[src/rtl/interrupt_sequencer.sv]
// 8259-style interrupt sequencer: priority resolve, INT/INTA handshake, ISR.
// Optional AUTO_EOI_EN: clear the served ISR bit on the second INTA rise.
module interrupt_sequencer #(
    parameter int NUM_IRQ    = 8,
    parameter int VEC_BASE_W = 5,
    localparam int IDX_W     = $clog2(NUM_IRQ)
) (
    input  logic                     clk,
    input  logic                     rst_n,
    input  logic [NUM_IRQ-1:0]       irr,
    input  logic [NUM_IRQ-1:0]       imr,
    input  logic                     inta_n,
    input  logic                     eoi,
    input  logic                     eoi_specific,
    input  logic [IDX_W-1:0]         eoi_level,
    input  logic [VEC_BASE_W-1:0]    vector_base,
    output logic                     int_out,
    output logic [NUM_IRQ-1:0]       clear_irr,
    output logic [NUM_IRQ-1:0]       isr,
    output logic [VEC_BASE_W+IDX_W-1:0] data_out,
    output logic                     data_oe
);

    typedef enum logic [2:0] {
        IDLE,
        REQ,
        ACK1,
        GAP,
        ACK2
    } state_t;

    state_t             state;
    logic               inta_q;
    logic [IDX_W-1:0]   idx;
`ifdef AUTO_EOI_EN
    logic               spur;
`endif

    logic [NUM_IRQ-1:0] pend;
    logic               cand_vld;
    logic [IDX_W-1:0]   cand_idx;
    logic               isr_vld;
    logic [IDX_W-1:0]   isr_low;
    logic               eligible;
    logic               fall;
    logic               rise;
    logic [NUM_IRQ-1:0] eoi_mask;
    logic [NUM_IRQ-1:0] set_mask;
    logic [NUM_IRQ-1:0] isr_next;

    // Fixed priority: lowest index wins, for requests and for in-service levels.
    always_comb begin
        pend     = irr & ~imr;
        cand_vld = 1'b0;
        cand_idx = '0;
        isr_vld  = 1'b0;
        isr_low  = '0;
        for (int i = NUM_IRQ - 1; i >= 0; i--) begin
            if (pend[i]) begin
                cand_vld = 1'b1;
                cand_idx = IDX_W'(i);
            end
            if (isr[i]) begin
                isr_vld = 1'b1;
                isr_low = IDX_W'(i);
            end
        end
        eligible = cand_vld && (!isr_vld || (cand_idx < isr_low));
    end

    assign fall = inta_q & ~inta_n;
    assign rise = ~inta_q & inta_n;

    // Clears are applied before the set so a same-cycle set survives.
    always_comb begin
        eoi_mask = '0;
        set_mask = '0;
        if (eoi) begin
            if (eoi_specific)
                eoi_mask[eoi_level] = 1'b1;
            else if (isr_vld)
                eoi_mask[isr_low] = 1'b1;
        end
`ifdef AUTO_EOI_EN
        if ((state == ACK2) && rise && !spur)
            eoi_mask[idx] = 1'b1;
`endif
        if ((state == REQ) && fall && eligible)
            set_mask[cand_idx] = 1'b1;
        isr_next = (isr & ~eoi_mask) | set_mask;
    end

    always_ff @(posedge clk or negedge rst_n) begin
        if (!rst_n) begin
            state     <= IDLE;
            inta_q    <= 1'b1;
            idx       <= '0;
            int_out   <= 1'b0;
            clear_irr <= '0;
            isr       <= '0;
            data_out  <= '0;
            data_oe   <= 1'b0;
`ifdef AUTO_EOI_EN
            spur      <= 1'b0;
`endif
        end else begin
            inta_q    <= inta_n;
            isr       <= isr_next;
            clear_irr <= '0;
            unique case (state)
                IDLE: begin
                    if (eligible) begin
                        state   <= REQ;
                        int_out <= 1'b1;
                    end
                end
                REQ: begin
                    if (fall) begin
                        state     <= ACK1;
                        clear_irr <= set_mask;
                        idx       <= eligible ? cand_idx : '1;
`ifdef AUTO_EOI_EN
                        spur      <= !eligible;
`endif
                    end
                end
                ACK1: begin
                    if (rise)
                        state <= GAP;
                end
                GAP: begin
                    if (fall) begin
                        state    <= ACK2;
                        int_out  <= 1'b0;
                        data_out <= {vector_base, idx};
                        data_oe  <= 1'b1;
                    end
                end
                ACK2: begin
                    if (rise) begin
                        state    <= IDLE;
                        data_out <= '0;
                        data_oe  <= 1'b0;
                    end
                end
                default: state <= IDLE;
            endcase
        end
    end

endmodule

[config.mk]
export PLATFORM = sky130hd
export DESIGN_NAME = interrupt_sequencer
export DESIGN_NICKNAME = d
export VERILOG_FILES = /design/src/rtl/interrupt_sequencer.sv
export SDC_FILE = /design/constraint.sdc
export NUM_CORES = 1
export LEC_CHECK = 0
export CAP_MARGIN = 20
export CORE_UTILIZATION = 50
export CTS_CLUSTER_DIAMETER = 100
export DETAILED_ROUTE_END_ITERATION = 8
export PLACE_DENSITY = 0.85
export SLEW_MARGIN = 0
export SYNTH_ARGS = -nofsm -noshare
export SYNTH_HDL_FRONTEND = slang
export SYNTH_SLANG_ARGS = --single-unit
[constraint.sdc]
create_clock -name clk -period 3.45 [get_ports clk]
set_input_delay 0.69 -clock clk [delete_from_list [all_inputs] [get_ports clk]]
set_output_delay 0.69 -clock clk [all_outputs]
set_load 0.01 [all_outputs]
==> results of run 1 <==
## state kept, by name, summed over array words and instances (netlist names)
name / flops
inta_q: 1
data_oe: 1
data_out: 8
state: 3
int_out: 1
isr: 8
idx: 3
clear_irr: 8
## layout make-up
type,count,area (µm²)
fillers,285,911
multi-input cells,138,901
flip-flops and latches,33,827
repair buffers,58,571
well taps,46,57.6
clock buffers,7,55.1
clock inverters,1,30.0
inverters,3,11.3
## worst paths after layout
| path | start | to | slack, ns | cells after the start |
|---|---|---|---|---|
| setup / recovery | irr[4] | isr[4] | 0.67 | 10 |
| hold / removal | data_out[0] | data_out[0] | 0.51 | 1 |
| setup reg to reg | isr[0] | isr[4] | 0.85 | 6 |
| hold reg to reg | data_out[0] | data_out[0] | 0.51 | 1 |
| max in group asynchronous | rst_n | inta_q | 2.41 | 2 |
| min in group asynchronous | rst_n | state[2] | 0.72 | 2 |
## power groups by stage
stage	Clock [µW]	Combinational [µW]	Sequential, µW
floorplan	0	415	592
global placement	0	682	582
detailed placement	0	698	586
CTS	304	701	580
global route	316	775	598
finish	301	705	581
## metrics by stage
stage / worst slack [ns] / cells / instance area (µm²) / hold slack (ns)
after global routing: 0.396 / 286 / 2450 / 0.535
after detailed placement: 0.350 / 278 / 2370 / 0.487
final: 0.670 / 286 / 2450 / 0.509
after floorplan: 1.05 / 178 / 1760 / 0.394
after global placement: 0.398 / 278 / 2370 / 0.483
after CTS: 0.701 / 286 / 2450 / 0.515
## worst max-delay path, delay by kind of cell
kind                     cells  cell delay (ns)
AO/OA/AOI/OAI                6             1.43
adder cells (fa/ha/maj)      1             0.26
buffers and inverters        1             0.39
AND/OR/NAND/NOR              2             0.27
## synth_stat cells (2+ instances only)
master     n  area, µm²
dfrtp_1   32        801
nand2_1   16       60.1
nor2_1    12       45.0
nor2b_1    9       56.3
nor3_1     9       45.0
a22o_1     8       70.1
nand3_1    8       40.0
o21ai_0    8       40.0
nand2b_1   7       43.8
a21oi_1    5       25.0
nor3b_1    5       37.5
o21ai_1    4       20.0
or2b_2     4       35.0
a31oi_1    3       18.8
inv_1      3       11.3
o31ai_1    3       22.5
a21o_1     2       15.0
and2_1     2       12.5
ha_1       2       25.0
nand4_1    2       12.5
o211ai_1   2       15.0
o21bai_1   2       15.0
o22ai_1    2       12.5
or3_4      2       22.5
## cell families (layout without fill, tap and decap cells)
kind of cell / count (synthesis) / count (layout) / share of synthesized area
buffers and inverters: 7 / 69 / 0.0185
xor gates and xnor gates: 1 / 1 / 0.00498
DFF: 33 / 33 / 0.470
and+or+nand+nor: 85 / 85 / 0.288
adders and majority gates: 2 / 2 / 0.0142
AOI/OAI and AO/OA: 50 / 50 / 0.205
## layer usage
layer | global-route usage | share of wire | vias to the layer above
met1 | 0.340 | 0.47 | 741
li1 | - | - | 776
met2 | 0.354 | 0.46 | 59
met4 | 0.0984 | 0.017 | 0
met3 | 0.0378 | 0.049 | 7
met5 | 0 | 0 | -
==> impl_metrics.toml, run 1 <==
[pwr]
p_sw_uw = 563
p_leak_uw = 0.00106
total_power_uw = 1590
clkPwrFrac = 0.190
powerDensity_nw_per_um2 = 647
ir_worst_vdd_v = 0.000297
switching_share = 0.355
pwr-share-comb = 0.444
intPower_uw = 1020
p_seq_frac = 0.366

[worst_setup_path]
slowest_stage = "clkdlybuf4s50_1"
critPathMaxStageDelay_ns = 0.39
required_ns = 3.71
crit_fanout = 6
worstPathCellList = "clkdlybuf4s50_1 > nor2b_1 > a21oi_1 > nand2b_1 > a31oi_1 > ha_1 > o21a_1 > o22ai_2 > o21ai_2 > o22ai_1"
critPathCaptureType = "flip-flop"
crit_arrival_ns = 3.04
worstSetupPathType = "in2reg"
worstSetupStartpointType = "input port"

[drt]
finalWirelength_mm = 3.98
drcViolationCount = 0
vias = 1583
ant_nets = 0
drtPass1Iterations = 4
vias_per_cell = 5.53
drtIter0Drc = 65
wl_per_cell_um = 13.9

[timing]
period_minus_slack_ns = 2.78
rsz0062_at_grt = "no"
clock-skew-final_ns = 0.00607
slew_headroom = 0.545
finalCritPeriodShare = 0.806
fmax_mhz = 360
setup_viol = 0
slew_violations = 0
timing.final.hold_violations = 0
worst_pin_slew_ns = 0.679
finalSetupTns_ns = 0

[final_layout]
syn_to_final_growth_pct = 39.3
mostFrequentLayoutCell = "clkdlybuf4s50_1"
diodes = 0
mostFrequentLayoutCells = "clkdlybuf4s50_1 (54), dfrtp_1 (32), nand2_1 (16)"
final_util = 0.729
final_nets = 270
drive_gt1_frac = 0.113

[cts]
cts_root_buf = "clkbuf_4"
cts_sinks = 33
cts_buffers = 5
cts_htree_levels = 2
clk_pin_slew_worst_paths_ns = 0.10
cts_buffer_depth = 2
holdBufCountCts = 0
cts_setup_buffers = 0
tritoncts = "yes"
clkLatencyLatePin_ns = 0.34
cts_resized = 0

[global_routing]
grt.overflow.total = 0
grt_pass1_vias = 1417
grt_pass1_wl_mm = 6.39
grt_max_degree = 34
antenna_found_initial = 0
grt_use_total = 0.236

[die]
io_pins = 55
row_count = 21
core_area_um2 = 3360
start_util = 0.523
die_area_um2 = 3760
dieHeight_um = 61.3
die_x_um = 61.3

[place]
dpl.hpwl_mm = 3.04
io_buffers = 54
gp_congestion = 0.866

[synth]
syn_inst = 178
syn_nets = 209
syn_area_um2 = 1760
ys_ff_latch = 33
synth-edff-count = 0
synth_area_per_cell_um2 = 9.89
synthFlopType = "dfrtp_1"
synth_cell_types = 50
synthArstFlopShare = 1.00
yosysWarningCount = 0
ys_seq_area_frac = 0.470

[run_status]
status = "finished clean"

[job]
maxCapViolations = 0

[worst_hold_path]
hold_path.class = "reg2reg"
No activity file was read; power rests on OpenSTA's default activity.
==> run 2: changes to the inputs <==
Settings changed: CORE_UTILIZATION 50 to 42, PLACE_DENSITY 0.85 to 0.76.
Clock period 3.45 ns to 2.4 ns, I/O delays scaled along.
==> run 2 against run 1 <==
Net effect: global-route usage down 3.0 points; routed wire length up 8.6%; sequential share of layout area is 2.5 points lower; sequential cell count did not move; setup slack worse by 0.57 ns; clock power grew 36%; combinational power increased by 72%; first-iteration DRC count grew 45%; total power rose by 53%; cell count rose by 6.6%; cell area up 8.2%; largest cell class unchanged.
==> impl_metrics.toml, run 2 (synthesis gave the netlist of run 1 again) <==
[run_status]
status = "finished clean"

[place]
io_buffers = 54
dpl.hpwl_mm = 3.28
gp_congestion = 0.868
placed_cells = 295

[worst_setup_path]
worstSetupStartpointType = "input port"
crit_arrival_ns = 2.53
crit_fanout = 5
r2r_setup_slack_ns = 0.13
worstSetupPathType = "in2reg"
required_ns = 2.63
reg2reg_depth = 7
critPathCaptureType = "flip-flop"

[global_routing]
grt_pass1_wl_mm = 6.84
grt_pass1_vias = 1485
grt.overflow.total = 0
grt_use_total = 0.206
grt_max_degree = 34
antenna_found_initial = 0

[drt]
wl_per_cell_um = 14.2
ant_nets = 0
finalWirelength_mm = 4.32
vias = 1644
vias_per_cell = 5.39
drcViolationCount = 0
drtIter0Drc = 94
drtPass1Iterations = 6

[pwr]
p_leak_uw = 0.00115
powerDensity_nw_per_um2 = 917
ir_worst_vdd_v = 0.000352
total_power_uw = 2430

[timing]
finalCritPeriodShare = 0.960
slew_violations = 0
rsz0062_at_grt = "yes"
clock-skew-final_ns = 0.00780
worst_pin_slew_ns = 0.731
setup_viol = 0
finalSetupTns_ns = 0
period_minus_slack_ns = 2.30
holdWs_ns = 0.507
fmax_mhz = 434
timing.final.hold_violations = 0
slew_headroom = 0.510

[final_layout]
mostFrequentLayoutCell = "clkdlybuf4s50_1"
mostFrequentLayoutCells = "clkdlybuf4s50_1 (54), dfrtp_1 (32), buf_4 (19)"
final_nets = 285
drive_gt1_frac = 0.208
diodes = 0
reg_top3 = "clear_irr x8, data_out x8, isr x8"
syn_to_final_growth_pct = 50.7
register_area_um2 = 827
n_fill_cell = 327
multiInputGateArea_um2 = 982
instances_no_fill = 305
final_util = 0.663

[die]
start_util = 0.440
dieHeight_um = 66.7
die_area_um2 = 4450
die_x_um = 66.7
row_count = 23
io_pins = 55
core_area_um2 = 4000

[job]
maxCapViolations = 0

[cts]
cts_buffers = 5
holdBufCountCts = 0
cts_root_buf = "clkbuf_8"
cts_buffer_depth = 2
cts_htree_levels = 2
tritoncts = "yes"
cts_sinks = 33
clkLatencyLatePin_ns = 0.29
clk_pin_slew_worst_paths_ns = 0.07

[worst_hold_path]
hold_path.class = "reg2reg"
holdPathStages = 1
-- run 2: cell types whose count changed in the layout (fill, tap and decap cells not counted), sizes merged --
cell and change:
bufinv -1, clkbuf -2, buf +15, clkinvlp +1, clkinv +2
-- run 2: area by class of cell --
type                    instances  area share
multi-input cells             138       0.370
flip-flops and latches         33       0.312
repair buffers                 73       0.258
clock buffers                   5      0.0259
well taps                      50      0.0236
clock inverters                 3     0.00660
inverters                       3     0.00425
-- run 2: layer usage --
metal	vias to the layer above	GRT usage	part of all wire	wire length, µm
met5	-	0	0	0
met2	63	0.324	0.47	2050
met3	3	0.0462	0.051	219
li1	806	-	-	-
met1	772	0.282	0.47	2030
met4	0	0.0559	0.0053	23
-- run 2: report_power, final --
part	internal, µW	total [µW]	switching [µW]	leakage [µW]
clock	200	408	208	0.0000439
combinational	616	1210	589	0.000684
sequential	702	819	117	0.000426
total	1520	2430	914	0.00115
-- run 2: path summary, 6_finish.rpt --
kind | end | from
min reg2reg | data_out[1] | data_out[1]
max reg2reg | idx[1] | isr[1]
min in group asynchronous | data_out[4] | rst_n
min | data_out[1] | data_out[1]
max in group asynchronous | inta_q | rst_n
max | isr[1] | irr[2]
-- run 2: through the flow --
stage	setup WS, ns	area [µm²]
after floorplan	0.0219	1760
after global placement	-0.236	2470
after detailed placement	-0.282	2470
after CTS	0.000787	2560
after global routing	-0.0197	2650
final	0.0959	2650
-- run 2: timing repair --
action / CTS / global route
buffers inserted: 0 / 2
endpoints found under the setup margin: 0 / 16
resized for setup: 0 / 17
-- run 2: worst max-delay path, stage by stage --
cell             delay, ns
clkdlybuf4s50_1       0.46
or2b_2                0.30
buf_4                 0.14
a31oi_1               0.12
ha_1                  0.25
o21a_1                0.22
o22a_4                0.25
nor3_4                0.20
a21o_1                0.10
